<file path="src/rtl/cache_arb_pkg.sv">
// Shared types and defaults for the cache request arbiter.
package cache_arb_pkg;

  typedef enum logic [1:0] {IDLE, ACTIVE, DONE} arb_state_e;

  localparam int DEF_NUM_REQ = 4;
  localparam int DEF_ADDR_W  = 32;
  localparam int DEF_TIMEOUT = 255;

  function automatic int cnt_width(input int timeout);
    return $clog2(timeout + 1);
  endfunction

endpackage

</file>
<file path="src/rtl/cache_req_arbiter_rr_pick.sv">
// Combinational round-robin pick: first set request scanning upward from ptr+1.
module rr_pick #(
  parameter int NUM_REQ = 4,
  parameter int IW      = 2
) (
  input  logic [NUM_REQ-1:0] req,
  input  logic [IW-1:0]      ptr,
  output logic [NUM_REQ-1:0] gnt,
  output logic [IW-1:0]      idx,
  output logic               vld
);

  logic [IW-1:0] c;

  always_comb begin
    gnt = '0;
    idx = '0;
    vld = 1'b0;
    c   = '0;
    for (int k = 1; k <= NUM_REQ; k++) begin
      c = IW'((int'(ptr) + k) % NUM_REQ);
      if (!vld && req[c]) begin
        vld    = 1'b1;
        gnt[c] = 1'b1;
        idx    = c;
      end
    end
  end

endmodule

</file>
<file path="src/rtl/cache_req_arbiter.sv">
// Round-robin arbiter sharing one cache_controller ld/st/addr port between
// NUM_REQ requesters, one outstanding access at a time, with a watchdog.
module cache_req_arbiter
  import cache_arb_pkg::*;
#(
  parameter int NUM_REQ = DEF_NUM_REQ,
  parameter int ADDR_W  = DEF_ADDR_W,
  parameter int TIMEOUT = DEF_TIMEOUT
) (
  input  logic                      clk,
  input  logic                      reset,
  input  logic [NUM_REQ-1:0]        req_valid,
  input  logic [NUM_REQ-1:0]        req_st,
  input  logic [NUM_REQ*ADDR_W-1:0] req_addr,
  output logic [NUM_REQ-1:0]        req_grant,
  output logic [NUM_REQ-1:0]        req_done,
  output logic                      req_hit,
  output logic                      timeout_err,
  output logic                      busy,
  output logic                      ld,
  output logic                      st,
  output logic [ADDR_W-1:0]         addr,
  input  logic                      hit,
  input  logic                      miss,
  input  logic                      load_ready
);

  localparam int IW    = (NUM_REQ > 1) ? $clog2(NUM_REQ) : 1;
  localparam int CNT_W = cnt_width(TIMEOUT);

  arb_state_e state, state_nx;

  logic [NUM_REQ-1:0][ADDR_W-1:0] addr_arr;
  logic [NUM_REQ-1:0] pick_oh;
  logic [IW-1:0]      pick_idx;
  logic               pick_vld;

  logic [IW-1:0]      rr_ptr, idx_q, rr_ptr_nx, idx_nx;
  logic               miss_seen, miss_nx;
  logic [CNT_W-1:0]   cnt, cnt_nx;

  logic [NUM_REQ-1:0] grant_nx, done_nx;
  logic               hit_nx, to_nx, ld_nx, st_nx;
  logic [ADDR_W-1:0]  addr_nx;

  assign addr_arr = req_addr;

  rr_pick #(.NUM_REQ(NUM_REQ), .IW(IW)) u_pick (
    .req (req_valid),
    .ptr (rr_ptr),
    .gnt (pick_oh),
    .idx (pick_idx),
    .vld (pick_vld)
  );

  always_ff @(posedge clk) begin
    if (reset) state <= IDLE;
    else       state <= state_nx;
  end

  always_comb begin
    state_nx  = state;
    rr_ptr_nx = rr_ptr;
    idx_nx    = idx_q;
    miss_nx   = miss_seen;
    cnt_nx    = cnt;
    grant_nx  = '0;
    done_nx   = '0;
    hit_nx    = 1'b0;
    to_nx     = 1'b0;
    ld_nx     = ld;
    st_nx     = st;
    addr_nx   = addr;
    unique case (state)
      IDLE: if (pick_vld) begin
        state_nx  = ACTIVE;
        rr_ptr_nx = pick_idx;
        idx_nx    = pick_idx;
        grant_nx  = pick_oh;
        ld_nx     = ~req_st[pick_idx];
        st_nx     = req_st[pick_idx];
        addr_nx   = addr_arr[pick_idx];
        miss_nx   = 1'b0;
        cnt_nx    = '0;
      end
      ACTIVE: begin
        // hit in the same cycle as miss completes as a hit
        if (hit || load_ready || cnt == CNT_W'(TIMEOUT - 1)) begin
          state_nx       = DONE;
          done_nx[idx_q] = 1'b1;
          hit_nx         = hit & ~miss_seen;
          to_nx          = ~(hit | load_ready);
          ld_nx          = 1'b0;
          st_nx          = 1'b0;
          addr_nx        = '0;
        end else begin
          cnt_nx = cnt + 1'b1;
          if (miss) miss_nx = 1'b1;
        end
      end
      DONE: begin
        state_nx = IDLE;
        miss_nx  = 1'b0;
        cnt_nx   = '0;
      end
      default: state_nx = IDLE;
    endcase
  end

  always_ff @(posedge clk) begin
    if (reset) begin
      rr_ptr      <= IW'(NUM_REQ - 1);
      idx_q       <= '0;
      miss_seen   <= 1'b0;
      cnt         <= '0;
      req_grant   <= '0;
      req_done    <= '0;
      req_hit     <= 1'b0;
      timeout_err <= 1'b0;
      busy        <= 1'b0;
      ld          <= 1'b0;
      st          <= 1'b0;
      addr        <= '0;
    end else begin
      rr_ptr      <= rr_ptr_nx;
      idx_q       <= idx_nx;
      miss_seen   <= miss_nx;
      cnt         <= cnt_nx;
      req_grant   <= grant_nx;
      req_done    <= done_nx;
      req_hit     <= hit_nx;
      timeout_err <= to_nx;
      busy        <= (state_nx != IDLE);
      ld          <= ld_nx;
      st          <= st_nx;
      addr        <= addr_nx;
    end
  end

endmodule

</file>
<file path="config.mk">
export PLATFORM = sky130hd
export DESIGN_NAME = cache_req_arbiter
export DESIGN_NICKNAME = d
export VERILOG_FILES = /design/src/rtl/cache_arb_pkg.sv /design/src/rtl/cache_req_arbiter_rr_pick.sv /design/src/rtl/cache_req_arbiter.sv
export SDC_FILE = /design/constraint.sdc
export NUM_CORES = 1
export LEC_CHECK = 0
export CAP_MARGIN = 20
export CORE_MARGIN = 2
export CORE_UTILIZATION = 40
export CTS_CLUSTER_SIZE = 25
export DETAILED_ROUTE_END_ITERATION = 12
export GPL_ROUTABILITY_DRIVEN = 0
export PLACE_DENSITY = 0.82
export SLEW_MARGIN = 30
export SYNTH_ARGS = -nofsm -noshare
export SYNTH_HDL_FRONTEND = slang
export SYNTH_HIERARCHICAL = 1
export SYNTH_SLANG_ARGS = --single-unit
</file>
<file path="constraint.sdc">
create_clock -name clk -period 4 [get_ports clk]
set_input_delay 1 -clock clk [delete_from_list [all_inputs] [get_ports clk]]
set_output_delay 1 -clock clk [all_outputs]
set_load 0.03 [all_outputs]
</file>
==> flow_summary.ini, run 1 <==
[final_layout]
final_net_count = 642
drive_gt1_frac = 0.140
insertedDiodeCount = 0
synthToLayoutAreaGrowth_pct = 60.5

[worst_setup_path]
start_kind = register
crit_path_end_kind = register
critPathKind = register to register
path_max_fanout = 34
arrival_ns = 3.63
critical_path_required_ns = 4.22

[sta]
fin_crit_ns = 3.41
slew_headroom = 0.586
setup_tns_ns = 0
finalMaxSlewViolations = 0
rsz0062_at_grt = no
hold_viol = 0
finClkSkew_ns = 0.0118
max_freq_ghz = 0.294
period_share = 0.852
tightest_slew_ns = 0.603
setup_viol = 0

[clock_tree]
clk_latency_ns = 0.33
clockBufferDepth = 2
cts_tree = done
post_cts_resized = 0
htreeDepth = 3
cts_setup_buffers = 0
clk_pin_slew_ns = 0.07
clkSinkCount = 60
cts_hold_buf = 0
cts_root_buffer = clkbuf_8
cts_made_buffers = 9

[place]
numPortBuffers = 185
dpl.hpwl_mm = 9.19

[route]
drt-pass1-iter-count = 4
drc = 0
num_vias = 3411
viasPerCell = 5.67
routedWlPerCell_um = 19.7
drt_iter0_drc = 199
ant_nets = 0
routed_wl_mm = 11.8

[global_route]
grt_pass1_vias = 3455
grt_first_pass_wirelength_mm = 18.6
antenna_found_initial = 0
grt_max_degree = 37
grt_overflow = 0
grtUsageTotal = 0.247

[yosys]
ys_warn_count = 6
synth-compound-area-share = 0.207
syn-num-nets = 464
synthAdderAreaFrac = 0.0357
synthXorXnorAreaFrac = 0
synth-async-reset-ratio = 0
syn_area_per_cell_um2 = 11.2
synth_mux_area_frac = 0.236
yosysTopAreaCell = dfxtp_1
synth_simple_gate_area_frac = 0.124
synth_ff_type = dfxtp_1
ys_ff_latch = 60
synth_commonest_cells = dfxtp_1, mux4_2, a22o_1, nand2_1, nor2_1
syn_inst = 313
yosysUniqueCellTypes = 55
synth_top_family_by_area = multiplexers
yosysTopAreaCellShare = 0.342
synth_edf_count = 0
synth_area_leaders = dfxtp_1, mux4_2, a22o_1, ha_1, nand2_1
synth_area_mm2 = 0.00351
synth_most_common_cell = dfxtp_1
ys_seq_area_frac = 0.342

[die]
fp.dieArea_mm2 = 0.00954
fp.dieH_um = 97.7
num_io_pins = 186
rows = 34
initial_core_util = 0.408
fp.dieW_um = 97.7
core_mm2 = 0.00859

[pwr]
comb_power_share = 0.474
clkPwrFrac = 0.220
p_leak_nw = 2.15
vdd_ir_drop_max_uv = 195
sequentialPowerShare = 0.306
sw_frac_of_total = 0.351
power_w = 0.00246
cellPowerDensity_mw_per_mm2 = 436
power_switching_w = 0.000862
cell_internal_pwr_w = 0.00159

[flow_run]
max_cap_viol_count = 0

[outcome]
status = complete, no violations

[worst_hold_path]
hp-class = register to register
-- kinds of logic (layout without fill, tap and decap cells) --
logic type,after synthesis,count (layout)
fa+ha+maj,10,10
compound gates,89,89
mux,39,39
simple gates,79,79
buf+inv,36,217
flops,60,60
-- registers in the layout, indices dropped and copies added (netlist names) --
signal,flops
miss_seen,1
rr_ptr,2
busy,1
state,2
cnt,8
idx_q,2
addr,32
req_grant,4
req_done,4
ld,1
st,1
req_hit,1
timeout_err,1
-- metal layers --
metal	track usage	vias to the layer above	share of wire
met3	0.0669	20	0.075
met2	0.418	141	0.50
met4	0.0652	0	0.019
li1	-	1591	-
met5	0	-	0
met1	0.314	1659	0.40
-- path summary, 6_finish.rpt --
path,cells past startpoint,slack [ns],endpoint,from
setup / recovery,8,0.59,addr[10],rr_ptr[1]
hold / removal,1,0.44,req_hit,miss_seen
setup reg to reg,8,0.59,addr[10],rr_ptr[1]
hold reg to reg,1,0.44,req_hit,miss_seen
-- through the flow --
stage	hold slack (ns)	util	setup WS, ns	instance area, um^2	instances
final	0.442	0.656	0.594	5630	602
after global routing	0.461	0.656	0.341	5630	602
after CTS	0.441	0.656	0.581	5630	602
after detailed placement	0.431	0.634	0.214	5450	588
after global placement	0.419	0.634	0.290	5450	588
after floorplan	0.397	-	0.594	3510	313
-- power groups by stage --
stage | logic, W | clock network [W] | registers (W)
6_report | 0.00116 | 0.000541 | 0.000752
5_1_grt | 0.00124 | 0.000585 | 0.000763
4_1_cts | 0.00117 | 0.000555 | 0.000751
3_5_place_dp | 0.00117 | 0 | 0.000763
3_3_place_gp | 0.00114 | 0 | 0.000760
2_1_floorplan | 0.000589 | 0 | 0.000910
-- critical path: stages, from the launching register on --
cell and delay [ns]:
dfxtp_1 0.56, inv_1 0.23, ha_1 0.55, inv_1 0.23, a311o_1 0.35, a221oi_4 0.30, buf_12 0.30, mux4_2 0.56
a22o_1 0.20
-- cell usage in the layout (no fill, tap or decap), drive strengths merged, types with 2 or more instances in the layout --
cell type / count
clkdlybuf4s50: 185
dfxtp: 60
mux4: 35
a22o: 32
nand2: 18
nor2: 14
a21oi: 11
inv: 10
ha: 10
clkbuf: 10
buf: 8
a31oi: 7
nand4: 7
nand2b: 6
o22a: 6
and2: 6
nand3: 6
a211oi: 6
nor3: 5
nor3b: 4
o31ai: 4
a2111o: 4
or3: 4
o21ai: 4
o2bb2ai: 3
mux2i: 3
and3: 2
a21boi: 2
clkinv: 2
-- layout make-up --
type / count / area [um^2]
Inverter: 10 / 37.5
Tap cell: 108 / 135
Multi-Input combinational cell: 217 / 2150
Sequential cell: 60 / 1200
Timing Repair Buffer: 193 / 1920
Clock buffer: 10 / 138
Fill cell: 665 / 2960
Clock inverter: 4 / 51.3
No activity file was read; power rests on OpenSTA's default activity.
==> inputs of run 2 (changes only) <==
- clock period: 4 -> 3.5 ns (I/O delays scaled with it)
==> run 2 against run 1 <==
Sequential share of layout area decreased by 0.34 points. Flip-flop and latch count stayed put. Cell count is 1.3% higher. Die area is the same. Combinational power is 16% higher. Clock skew is 0.0069 ns higher. First-iteration DRC count is 5.5% lower. Register-to-register slack got worse by 0.16 ns. Power grew 19%. Design area up 1.6%. Utilization rose by 1.1 points. Wire length increased by 2.3%.
==> flow_summary.ini, run 2 (same netlist as run 1, synthesis figures left out) <==
[outcome]
status = complete, no violations

[clock_tree]
post_cts_resized = 0
cts_made_buffers = 9
cts_hold_buf = 0
cts_tree = done
htreeDepth = 3
clockBufferDepth = 2
cts_root_buffer = clkbuf_8
cts_setup_buffers = 0
clk_latency_ns = 0.34
clkSinkCount = 60
clk_pin_slew_ns = 0.08

[pwr]
power_w = 0.00292
p_leak_nw = 2.20
vdd_ir_drop_max_uv = 300
cellPowerDensity_mw_per_mm2 = 509

[global_route]
grt_pass1_vias = 3485
antenna_found_initial = 0
grt_max_degree = 37
grt_overflow = 0
grtUsageTotal = 0.246
grt_first_pass_wirelength_mm = 18.6

[route]
viasPerCell = 5.80
routedWlPerCell_um = 19.9
drt-pass1-iter-count = 4
drt_iter0_drc = 188
ant_nets = 0
drc = 0
num_vias = 3541
routed_wl_mm = 12.1

[die]
fp.dieW_um = 97.7
fp.dieArea_mm2 = 0.00954
initial_core_util = 0.408
core_mm2 = 0.00859
num_io_pins = 186
rows = 34
fp.dieH_um = 97.7

[worst_setup_path]
critical_path.top_delay_family = compound AO/OA/AOI/OAI gates
cp_num_buf_inv = 2
crit_chain = clkdlybuf4s50_1, mux2i_1, a211oi_1, a311o_1, a221oi_4, buf_12, mux4_2, a22o_1
critPathKind = input port to register
arrival_ns = 3.33
critical_path_required_ns = 3.73
cpPeakStageDelay_ns = 0.57
cp_slowest_cell = mux4_2
path_max_fanout = 34
start_kind = input port
reg2reg_slack_ns = 0.43
crit_path_end_kind = register

[final_layout]
largest-register = addr
reg_top3 = addr: 32 flops, cnt: 8 flops
final_cell_mix = clkdlybuf4s50_1, dfxtp_1, mux4_2
final_common_cell = clkdlybuf4s50_1
synthToLayoutAreaGrowth_pct = 63.1
largest_reg_flops = 32
drive_gt1_frac = 0.153
insertedDiodeCount = 0
final_net_count = 648
final_area_mm2 = 0.00573

[place]
dpl.hpwl_mm = 9.31
dpl_cell_area_mm2 = 0.00550
numPortBuffers = 185

[sta]
slew_headroom = 0.612
finClkSkew_ns = 0.0187
fin_crit_ns = 3.10
setup_viol = 0
holdWs_ns = 0.433
rsz0062_at_grt = no
setup_tns_ns = 0
max_freq_ghz = 0.322
hold_viol = 0
finalMaxSlewViolations = 0
period_share = 0.887
tightest_slew_ns = 0.565

[flow_run]
max_cap_viol_count = 0

[worst_hold_path]
hp-class = register to register
-- run 2: cell types whose count changed in the layout (fill, tap and decap cells not counted) --
cell and delta:
buf_4 +5, buf_12 +1, bufinv_16 +1, clkbuf_8 -1, clkinv_4 +1, inv_6 +1
-- run 2: final timing paths --
kind | to | depth (start not counted) | from
worst max-delay path | addr[8] | 8 | req_valid[2]
worst max register to register | addr[8] | 8 | rr_ptr[1]
worst min-delay path | req_hit | 1 | miss_seen
worst min register to register | req_hit | 1 | miss_seen
-- run 2: power by group --
group          total, W  internal [W]  switching [W]
Combinational   0.00135      0.000705       0.000650
Clock          0.000709      0.000404       0.000305
Sequential     0.000853      0.000789      0.0000637
Total           0.00292       0.00190        0.00102
-- run 2: area by class of cell --
| class | count | area [um^2] |
|---|---|---|
| multi-input combinational | 217 | 2150 |
| fill | 659 | 2870 |
| clock inverter | 7 | 98.8 |
| sequential | 60 | 1200 |
| tap | 108 | 135 |
| clock buffer | 9 | 124 |
| timing repair buffer | 199 | 1980 |
| inverter | 10 | 37.5 |
-- run 2: routing by layer --
metal / global-route usage / part of all wire / up-vias
li1: - / - / 1598
met1: 0.294 / 0.38 / 1745
met2: 0.428 / 0.51 / 176
met4: 0.0812 / 0.024 / 0
met3: 0.0676 / 0.084 / 22
met5: 0 / 0 / -
-- run 2: stage by stage --
| step | setup slack (ns) | cells | utilization |
|---|---|---|---|
| 2_1_floorplan | 0.0939 | 313 | - |
| 3_3_place_gp | 0.107 | 594 | 0.640 |
| 3_5_place_dp | 0.0417 | 594 | 0.640 |
| 4_1_cts | 0.396 | 610 | 0.666 |
| 5_1_grt | 0.164 | 610 | 0.666 |
| 6_report | 0.397 | 610 | 0.666 |
==> inputs of run 3 (changes only) <==
- CELL_PAD_IN_SITES_DETAIL_PLACEMENT: not set -> 0
- CELL_PAD_IN_SITES_GLOBAL_PLACEMENT: not set -> 2
- CORE_UTILIZATION: 40 -> 23
- PLACE_DENSITY: 0.82 -> not set
- PLACE_DENSITY_LB_ADDON: not set -> 0.1
==> run 3 against run 2 <==
Combinational power grew 6%. Critical path depth grew 1. Design area grew 4.8%. Largest power group unchanged. Power grew 9.2%. Register-to-register slack gained 0.06 ns. Sequential share of layout area shrank 0.95 points. Die area grew 70%. Via count shrank 2.5%. Clock power grew 28%. Largest cell class unchanged. Clock skew shrank 0.014 ns.
==> flow_summary.ini, run 3 (same netlist as run 1, synthesis figures left out) <==
[die]
fp.dieH_um = 128
rows = 45
fp.dieW_um = 128
fp.dieArea_mm2 = 0.0163
initial_core_util = 0.233
core_mm2 = 0.0150
num_io_pins = 186

[pwr]
sw_frac_of_total = 0.328
cell_internal_pwr_w = 0.00214
p_leak_nw = 2.28
clkPwrFrac = 0.285
sequentialPowerShare = 0.267
comb_power_share = 0.448
power_switching_w = 0.00105
vdd_ir_drop_max_uv = 258
cellPowerDensity_mw_per_mm2 = 531

[worst_setup_path]
r2r-end = addr[3]
worstRegToRegCells = 9
path_max_fanout = 11
r2r_start = rr_ptr[0]
start_kind = input port
critical_path_required_ns = 3.73
crit_path_end_kind = register
arrival_ns = 3.36
critPathKind = input port to register
reg2reg_slack_ns = 0.49

[route]
drt-pass1-iter-count = 4
routed_wl_mm = 13.5
drc = 0
routedWlPerCell_um = 19.3
drt_iter0_drc = 203
num_vias = 3452
viasPerCell = 4.95
ant_nets = 0

[final_layout]
synthToLayoutAreaGrowth_pct = 70.9
final_cell_mix = clkdlybuf4s50_1, dfxtp_1, mux4_2
largest_reg_flops = 32
fill_cells = 1430
fin_util = 0.399
final_area_mm2 = 0.00600
reg_top3 = addr: 32 flops, cnt: 8 flops
final_net_count = 656
drive_gt1_frac = 0.159
insertedDiodeCount = 0
largest-register = addr
final_common_cell = clkdlybuf4s50_1

[sta]
hold_viol = 0
tightest_slew_ns = 0.569
rsz0062_at_grt = no
setup_viol = 0
fin_crit_ns = 3.13
finClkSkew_ns = 0.00438
slew_headroom = 0.610
max_freq_ghz = 0.319
holdWs_ns = 0.419
finalMaxSlewViolations = 0
period_share = 0.895
setup_tns_ns = 0

[place]
numPortBuffers = 185
dpl_cell_area_mm2 = 0.00570
dpl.hpwl_mm = 10.3

[flow_run]
max_cap_viol_count = 0

[clock_tree]
cts_root_buffer = clkbuf_16
clk_pin_slew_ns = 0.05
clkSinkCount = 60
clockBufferDepth = 2
cts_tree = done
cts_hold_buf = 0
clk_latency_ns = 0.34
cts_setup_buffers = 0
cts_made_buffers = 9
htreeDepth = 3
post_cts_resized = 0

[worst_hold_path]
hp-class = register to register
holdPathEnd = req_hit
whs_path_depth = 1
hp-start = miss_seen

[global_route]
grt_pass1_vias = 3496
grt_first_pass_wirelength_mm = 20.6
grt_max_degree = 37
grtUsageTotal = 0.167
grt_overflow = 0
antenna_found_initial = 0

[outcome]
status = complete, no violations
[run 3: cell count changes in the layout (fill, tap and decap cells not counted), sizes merged]
| cell | change |
|---|---|
| inv | -1 |
| bufinv | -1 |
| buf | +8 |
| clkinv | -3 |
| clkinvlp | -1 |
| clkbuf | +6 |
[run 3: final cells by class]
type                            instances  area [um^2]  share of cell area
Clock buffer                           15          268              0.0446
Clock inverter                          1         30.0             0.00501
Inverter                               10         37.5             0.00626
Multi-Input combinational cell        217         2150               0.358
Sequential cell                        60         1200               0.200
Tap cell                              188          235              0.0392
Timing Repair Buffer                  207         2080               0.347
[run 3: per-stage QoR]
| step | power (W) | std cells | setup WS [ns] |
|---|---|---|---|
| after floorplan | 0.00171 | 313 | 0.0939 |
| after detailed placement | 0.00231 | 682 | 0.00793 |
| after global routing | 0.00338 | 698 | 0.286 |
| after global placement | 0.00231 | 682 | 0.0714 |
| after CTS | 0.00325 | 698 | 0.360 |
| final | 0.00319 | 698 | 0.366 |
[run 3: power by group through the flow]
| stage | Clock [W] | Sequential [W] | Combinational (W) |
|---|---|---|---|
| 2_1_floorplan | 0 | 0.00104 | 0.000673 |
| 3_3_place_gp | 0 | 0.000863 | 0.00144 |
| 3_5_place_dp | 0 | 0.000866 | 0.00145 |
| 4_1_cts | 0.000943 | 0.000852 | 0.00145 |
| 5_1_grt | 0.000983 | 0.000863 | 0.00153 |
| 6_report | 0.000906 | 0.000851 | 0.00143 |
[run 3: worst max-delay path by stage]
stage               depth (start not counted)       end          from
global route                                9  addr[10]  req_valid[2]
finish                                      9   addr[3]  req_valid[2]
floorplan                                  13   addr[0]     rr_ptr[0]
detailed placement                          9   addr[3]  req_valid[2]
CTS                                         9   addr[3]  req_valid[2]
global placement                            9   addr[3]  req_valid[2]
[run 3: critical path, stage by stage]
cell and delay (ns):
clkdlybuf4s50_1 0.47, mux2i_1 0.16, a211oi_1 0.09, a311o_1 0.38
a221oi_4 0.31, buf_12 0.21, buf_12 0.16, mux4_2 0.50
a22o_1 0.19
[run 3: layer usage]
| metal | share of wire | vias up | global-route usage | wire length [um] |
|---|---|---|---|---|
| li1 | - | 1628 | - | - |
| met1 | 0.41 | 1667 | 0.194 | 5580 |
| met2 | 0.49 | 145 | 0.289 | 6620 |
| met3 | 0.083 | 12 | 0.0582 | 1130 |
| met4 | 0.013 | 0 | 0.0491 | 172 |
| met5 | 0 | - | 0 | 0 |
